**config.mk**
```make
export PLATFORM = sky130hd
export DESIGN_NAME = bus_interconnect
export DESIGN_NICKNAME = d
export VERILOG_FILES = /design/src/rtl/bus_interconnect.sv
export SDC_FILE = /design/constraint.sdc
export NUM_CORES = 1
export LEC_CHECK = 0
export CORE_MARGIN = 1
export CORE_UTILIZATION = 49
export CTS_BUF_LIST = sky130_fd_sc_hd__clkbuf_2 sky130_fd_sc_hd__clkbuf_4 sky130_fd_sc_hd__clkbuf_8
export DETAILED_ROUTE_END_ITERATION = 8
export PLACE_DENSITY_LB_ADDON = 0.2
export SLEW_MARGIN = 15
export SYNTH_ARGS = -nofsm -noshare
export SYNTH_HDL_FRONTEND = slang
export SYNTH_SLANG_ARGS = --single-unit
```
**constraint.sdc**
```tcl
create_clock -name i_clk -period 2.95 [get_ports i_clk]
set_input_delay 0.59 -clock i_clk [delete_from_list [all_inputs] [get_ports i_clk]]
set_output_delay 0.59 -clock i_clk [all_outputs]
set_load 0.02 [all_outputs]
```
**src/rtl/bus_interconnect.sv**
```systemverilog
// bus_interconnect: single-master bus decode to RAM / peripheral window with lane alignment and error completion
module bus_interconnect #(
  parameter logic [31:0] RAM_BASE = 32'h0000_0000,
  parameter int          RAM_AW   = 14,
  parameter logic [31:0] PER_BASE = 32'h1000_0000,
  parameter logic [31:0] PER_SIZE = 32'h0000_1000,
  parameter int          TIMEOUT  = 256
) (
  input  logic              i_clk,
  input  logic              i_rst,
  input  logic              i_bus_DV,
  input  logic [2:0]        i_bhw,
  input  logic [31:0]       i_bus_address,
  input  logic [31:0]       i_bus_data,
  input  logic              i_write_notread,
  output logic              o_bus_DV,
  output logic [31:0]       o_bus_data,
  output logic              o_bus_error,
  output logic              o_ram_en,
  output logic              o_ram_we,
  output logic [RAM_AW-1:0] o_ram_addr,
  output logic [3:0]        o_ram_be,
  output logic [31:0]       o_ram_wdata,
  input  logic [31:0]       i_ram_rdata,
  output logic              o_per_req,
  output logic              o_per_we,
  output logic [31:0]       o_per_addr,
  output logic [3:0]        o_per_be,
  output logic [31:0]       o_per_wdata,
  input  logic              i_per_ack,
  input  logic [31:0]       i_per_rdata
);
  localparam int CW = $clog2(TIMEOUT) + 1;
  typedef enum logic [2:0] {IDLE, RAM_ACC, RAM_DATA, PER_WAIT, RESP} state_t;
  state_t state, next;
  logic [CW-1:0] cnt;
  logic [31:0] ram_off, per_off, mask, mask_q, addr_q, wdata_q, resp_d, bus_data;
  logic [4:0] sh, sh_q;
  logic [3:0] be, be_q;
  logic [RAM_AW-1:0] ram_addr_q;
  logic ram_hit, per_hit, bad, we_q, lat, load_resp, err_d, bus_err;
  assign ram_off = i_bus_address - RAM_BASE;
  assign per_off = i_bus_address - PER_BASE;
  assign ram_hit = (ram_off >> (RAM_AW + 2)) == 32'd0;
  assign per_hit = per_off < PER_SIZE;
  assign bad = !(i_bhw == 3'b001 || i_bhw == 3'b010 || i_bhw == 3'b100)
             || (i_bhw[1] && i_bus_address[0]) || (i_bhw[2] && |i_bus_address[1:0]);
  assign sh = i_bhw[0] ? {i_bus_address[1:0], 3'b000} : i_bhw[1] ? {i_bus_address[1], 4'b0000} : 5'd0;
  assign be = i_bhw[0] ? 4'b0001 << i_bus_address[1:0]
            : i_bhw[1] ? 4'b0011 << {i_bus_address[1], 1'b0} : 4'b1111;
  assign mask = i_bhw[0] ? 32'h0000_00FF : i_bhw[1] ? 32'h0000_FFFF : 32'hFFFF_FFFF;
  always_ff @(posedge i_clk) begin
    state <= i_rst ? IDLE : next;
    cnt <= (!i_rst && state == PER_WAIT) ? cnt + CW'(1) : '0;
  end
  always_comb begin
    next = state;
    lat = 1'b0;
    load_resp = 1'b0;
    err_d = 1'b0;
    resp_d = 32'd0;
    case (state)
      IDLE: if (i_bus_DV) begin
        lat = !bad && (ram_hit || per_hit);
        load_resp = !lat;
        err_d = !lat;
        next = !lat ? RESP : ram_hit ? RAM_ACC : PER_WAIT;
      end
      RAM_ACC: next = RAM_DATA;
      RAM_DATA: begin
        next = RESP;
        load_resp = 1'b1;
        resp_d = we_q ? 32'd0 : (i_ram_rdata >> sh_q) & mask_q;
      end
      PER_WAIT: if (i_per_ack) begin
        next = RESP;
        load_resp = 1'b1;
        resp_d = we_q ? 32'd0 : (i_per_rdata >> sh_q) & mask_q;
      end else if (cnt == CW'(TIMEOUT - 1)) begin
        next = RESP;
        load_resp = 1'b1;
        err_d = 1'b1;
      end
      RESP: next = IDLE;
      default: next = IDLE;
    endcase
  end
  always_ff @(posedge i_clk) begin
    if (i_rst) begin
      addr_q <= '0;
      wdata_q <= '0;
      be_q <= '0;
      sh_q <= '0;
      mask_q <= '0;
      we_q <= 1'b0;
      ram_addr_q <= '0;
      bus_data <= '0;
      bus_err <= 1'b0;
    end else begin
      if (lat) begin
        addr_q <= i_bus_address;
        wdata_q <= i_bus_data << sh;
        be_q <= be;
        sh_q <= sh;
        mask_q <= mask;
        we_q <= i_write_notread;
        ram_addr_q <= ram_off[RAM_AW+1:2];
      end
      if (load_resp) begin
        bus_data <= resp_d;
        bus_err <= err_d;
      end
    end
  end
  assign o_bus_DV = state == RESP;
  assign o_bus_data = bus_data;
  assign o_bus_error = bus_err;
  assign o_ram_en = state == RAM_ACC;
  assign o_ram_we = o_ram_en && we_q;
  assign o_ram_addr = ram_addr_q;
  assign o_ram_be = be_q;
  assign o_ram_wdata = wdata_q;
  assign o_per_req = state == PER_WAIT;
  assign o_per_we = o_per_req && we_q;
  assign o_per_addr = addr_q;
  assign o_per_be = be_q;
  assign o_per_wdata = wdata_q;
endmodule

```
---- Word-level counts from Yosys, hierarchy flattened ----
Index checks and enable logic that the tools add are counted.
operators by class
  $add $sub $neg .......................... 2
  order comparisons ....................... 1
  equal/unequal tests ..................... 10
  shifts and indexed selects .............. 5
  mux-type cells .......................... 24
  bitwise gates (word level) .............. 2
  reduce and logical (&&, ||, !) cells .... 19
operators by type and width
  cell                                                  count
  2-to-1 mux 32 bit                                     5
  bitwise AND 32 bit                                    2
  one-hot mux 32 bit (2 select lines)                   1
  >> shifter 32 x 5 -> 32 bit                           2
  zero test 32 bit                                      1
  < comparator 32 x 13 -> 1 bit, second input constant  1
  left shift 32 x 5 -> 32 bit                           1
  subtractor 32 x 29 -> 32 bit, second input constant   1
  2-to-1 mux 3 bit                                      4
  one-hot mux 3 bit (4 select lines)                    1
  2-to-1 mux 5 bit                                      2
  adder 9 x 1 -> 9 bit, second input constant           1
  == test 3 x 2 -> 1 bit, second input constant         3
  == test 9 x 8 -> 1 bit, second input constant         1
  2-to-1 mux 4 bit                                      2
  == test 3 x 1 -> 1 bit, second input constant         2
  == test 3 bit, second input constant                  2
  logical AND 1 bit                                     6
  2-to-1 mux 1 bit                                      6
  logical OR 1 bit                                      5
  zero test 1 bit                                       4
  left shift 1 x 2 -> 4 bit, first input constant       1
  left shift 2 x 2 -> 4 bit, first input constant       1
  zero test 3 bit                                       1
  other kinds (7)                                       7
word-level totals
  register bits ........................... 165
  input bits .............................. 136
  output and inout port bits .............. 156
  word-level logic and storage cells ...... 74

---- Longest topological paths before layout ----
Gate-level depths: netlist of the first run.
  word-level depth ........................ 11
  gate-level depth with buffers ........... 10
  depth with buffers taken out ............ 8

---- Least setup slack after synthesis of the first run ----
OpenSTA, ideal clock, no wires.
  kind .................................... input -> register
  start ................................... input port i_bus_address[0]
  end ..................................... register mask_q[15]
  setup time .............................. 123 ps
  arrival ................................. 1878 ps
  required time ........................... 2827 ps
  path slack .............................. 949 ps
  cell stages on the path ................. 5
  path buffers ............................ 1
  path through ............................ o41ai_2 -> o211ai_1 -> nor3_2 -> buf_4 -> mux2_1
on the way
  cells in the longest elaborated chain, start to end .. 7
  elaborated cells on any way between the ends .. 12
  classes of those cells .................. add/sub: 1; order compare: 1; mux: 2; reduce/logical: 8
RTL lines
  what                                                                  line  text
  start, declared                                                       13    input logic [31:0] i_bus_address,
  branches (longest 4 deep; another with subtractor 32 x 29 -> 32 bit)  -
  logical AND 1 bit (*)                                                 64    lat = !bad && (ram_hit || per_hit);
  2-to-1 mux 1 bit (*)                                                  63    IDLE: if (i_bus_DV) begin
  2-to-1 mux 1 bit (*)                                                  62    case (state)
  end signal, assigned                                                  105   mask_q <= mask;
  end, declared                                                         37    logic [31:0] ram_off, per_off, mask, mask_q, addr_q, wdata_q, resp_d, bus_data;
Every way passes the cells marked *.
A chain may end at the register's enable or synchronous reset.

---- Worst setup path in the final report of the first run ----
  start ................................... register state[0]
  end ..................................... output port o_ram_we
on the way
  cells in the longest elaborated chain, start to end .. 2
RTL lines
  what                    line  text
  start, declared         35    state_t state, next;
  start signal, assigned  53    state <= i_rst ? IDLE : next;
  == test 3 x 1 -> 1 bit  118   assign o_ram_en = state == RAM_ACC;
  logical AND 1 bit       119   assign o_ram_we = o_ram_en && we_q;
  end, declared           20    output logic o_ram_we,
Every way passes these cells.

==> flow_summary.toml, run 1 <==
[timing]
period_needed_ns = 2.79
max_freq_mhz = 358
setup_tns_ns = 0
setup_violations = 0
final.period_utilization = 0.946
timing_hold_violations_final = 0
finalMaxSlewViolations = 0
fin_ws_ns = 0.160
skew_ns = 0.0104
rsz0062_at_grt = "no"
worstMarginPinSlew_ns = 1.05
slew_headroom = 0.295

[global_route]
grt_max_degree = 53
grt_pass1_vias = 7404
grt.overflow.total = 0
antenna_found_initial = 0
grt_pass1_wl_um = 39500
grt_use_total = 0.314

[critical_path]
cp_max_fo = 16
cp_data_required_time_ns = 2.36
crit_buf_inv = 2
rr_startpoint = "state[0]"
r2r_slack_ns = 0.77
cp_slowest_stage_delay_ns = 0.63
critPathTopFamily = "buffers and inverters"
arrival_ns = 2.20
r2r_end = "o_bus_data[2]"
startpoint_type = "register"
cpMaxStageDelayCell = "clkdlybuf4s50_1"
critPathCaptureType = "primary output"
critical_path_class = "register to primary output"
rr_worst_depth = 5
path_cells = "buf_4, nor2b_1, and3_1, clkdlybuf4s50_1"

[floorplanning]
die_h_um = 126
rows = 44
ios = 292
start_util = 0.508
die_x_um = 126
core_mm2 = 0.0148
dieArea_mm2 = 0.0158

[clocking]
cts_buffer_depth = 2
postCtsSetupRepairBufs = 0
clock_sinks = 119
clockRootBuffer = "clkbuf_8"
clk_latency_ns = 0.45
htree_levels = 4
cts.clk_slew.worst_paths_ns = 0.08
cts_resized = 0
cts_tree = "built"
ctsHoldBuffers = 0
cts_buffers = 17

[detailed_routing]
viasPerCell = 5.99
drt-initial-drc-count = 791
routed_wl_um = 25000
wire_per_inst_um = 19.2
drc = 21
drtPass1Iterations = 8
via_count = 7817
ant_nets = 0

[outcome]
violations = "design-rule violations"
outcome = "finished, violations left"

[yosys]
synth_flop_cell = "dfxtp_1"
synth.most_common_cell = "dfxtp_1"
ys_async_sr_fraction = 0
synth_top_cell_by_area = "dfxtp_1"
synth_top_area_frac = 0.318
synth-edff-count = 0
synth.area.top_cells = "dfxtp_1, mux2i_1, buf_4"
synth-seq-cells = 119
synth.cell_area_mm2 = 0.00750
synthCells = 903
synth_cell_types = 56
avgSynthCellArea_um2 = 8.30
synth.top_cells.by_count = "dfxtp_1, a21oi_1, nand3_1"
ys_warn_count = 0
yosysSeqAreaShare = 0.318
syn_nets = 1041

[power_and_ir_drop]
p_sw_mw = 0.957
p_sw_frac = 0.267
ir_drop_uv = 277
power.total_mw = 3.58
p_leak_nw = 3.57
p_seq_frac = 0.449
power_density_mw_per_mm2 = 338
clkPwrFrac = 0.409
intPower_mw = 2.63
p_comb_frac = 0.141

[worst_hold_path]
holdCritPathClass = "register to register"
min_to = "o_per_addr[18]"
hp-start = "o_per_addr[18]"
hold_depth = 1

[job]
maxCapViolations = 0

[placement]
dpl_worst_slack_ns = 0.211
place.gp.congestion = 0.867
dpl_cell_area_mm2 = 0.0102
dp_hpwl_um = 18200
place_inst = 1273
io_buffer_count = 291

[finish]
layout-drive-gt1-share = 0.105
seq_area_mm2 = 0.00238
multiInputGateArea_mm2 = 0.00430
diodes = 0
final_nets = 1246
nFillCells = 1207
synthToLayoutAreaGrowth_pct = 41.3
layoutNonFillerInstCount = 1305
finish.instance_area_mm2 = 0.0106
cell families (layout without fill, tap and decap cells):
kind of cell / Yosys count / count (layout) / share of synthesized area
AOI/OAI and AO/OA: 202 / 202 / 0.185
xor gates and xnor gates: 7 / 7 / 0.00818
adders and majority gates: 2 / 2 / 0.00334
buffers and inverters: 150 / 368 / 0.109
DFF: 119 / 119 / 0.318
muxes: 93 / 93 / 0.139
and+or+nand+nor: 330 / 330 / 0.237
layout make-up:
type | count | area share
clock buffers | 17 | 0.0221
clock inverters | 15 | 0.0148
inverters | 6 | 0.00213
multi-input cells | 634 | 0.406
flip-flops and latches | 119 | 0.225
well taps | 184 | 0.0217
repair buffers | 330 | 0.308
power groups by stage:
stage	combinational [mW]	clock, mW	sequential [mW]
final	0.506	1.47	1.61
after global routing	0.540	1.57	1.61
after CTS	0.502	1.49	1.61
after detailed placement	0.499	0	1.65
after global placement	0.496	0	1.65
after floorplan	0.218	0	1.65
registers in the layout, indices dropped and copies added (netlist names):
register     count
cnt              9
mask_q           3
o_bus_data      32
o_bus_error      1
o_per_addr      32
o_per_be         4
o_per_wdata     32
sh_q             2
state            3
we_q             1
placed cells by master (no fill, tap or decap), types with 3 or more instances in the layout:
cell	n
o31ai_1	29
o211ai_1	26
inv_1	5
nand3_1	83
nor4_1	4
nor2_1	20
nor3b_1	3
mux2_2	8
buf_4	34
and2_1	18
nor2b_1	3
nand2_1	73
mux2i_1	75
dfxtp_1	118
o2111ai_1	8
nor3_1	5
xor2_1	4
o21a_1	3
a32o_1	3
clkdlybuf4s50_1	290
o22ai_1	8
xnor2_1	3
o221ai_1	16
and3_1	6
nand2b_1	42
clkinvlp_4	8
buf_12	5
mux4_2	8
nand4_1	53
clkbuf_8	17
a211oi_1	4
a21oi_1	83
a21bo_2	8
or3b_2	9
worst max-delay path by stage:
stage,startpoint,endpoint,depth (start not counted)
after detailed placement,i_bus_address[12],o_per_wdata[30],7
after global placement,i_bus_address[12],o_per_wdata[26],7
after global routing,state[0],o_ram_we,4
after floorplan,i_bus_address[0],mask_q[15],5
final,state[0],o_ram_we,4
after CTS,state[0],o_ram_we,4
through the flow:
stage | hold WS [ns] | util
3_5_place_dp | 0.438 | 0.692
3_3_place_gp | 0.435 | 0.692
4_1_cts | 0.464 | 0.718
5_1_grt | 0.478 | 0.718
2_1_floorplan | 0.418 | -
6_report | 0.460 | 0.718
layer usage:
metal | track usage | vias up | part of all wire
met5 | 0 | - | 0
met2 | 0.536 | 386 | 0.49
met4 | 0.109 | 0 | 0.023
met3 | 0.0688 | 37 | 0.085
li1 | - | 3697 | -
met1 | 0.390 | 3697 | 0.41
No activity file was read; power rests on OpenSTA's default activity.
==> inputs of run 2 (changes only) <==
--- a/config.mk
+++ b/config.mk
@@ -5,6 +5,7 @@
 export SDC_FILE = /design/constraint.sdc
 export NUM_CORES = 1
 export LEC_CHECK = 0
+export CAP_MARGIN = 5
 export CORE_MARGIN = 1
 export CORE_UTILIZATION = 49
 export CTS_BUF_LIST = sky130_fd_sc_hd__clkbuf_2 sky130_fd_sc_hd__clkbuf_4 sky130_fd_sc_hd__clkbuf_8
==> results of run 2 <==
Final layout, timing and power as in run 1 (identical DEF).
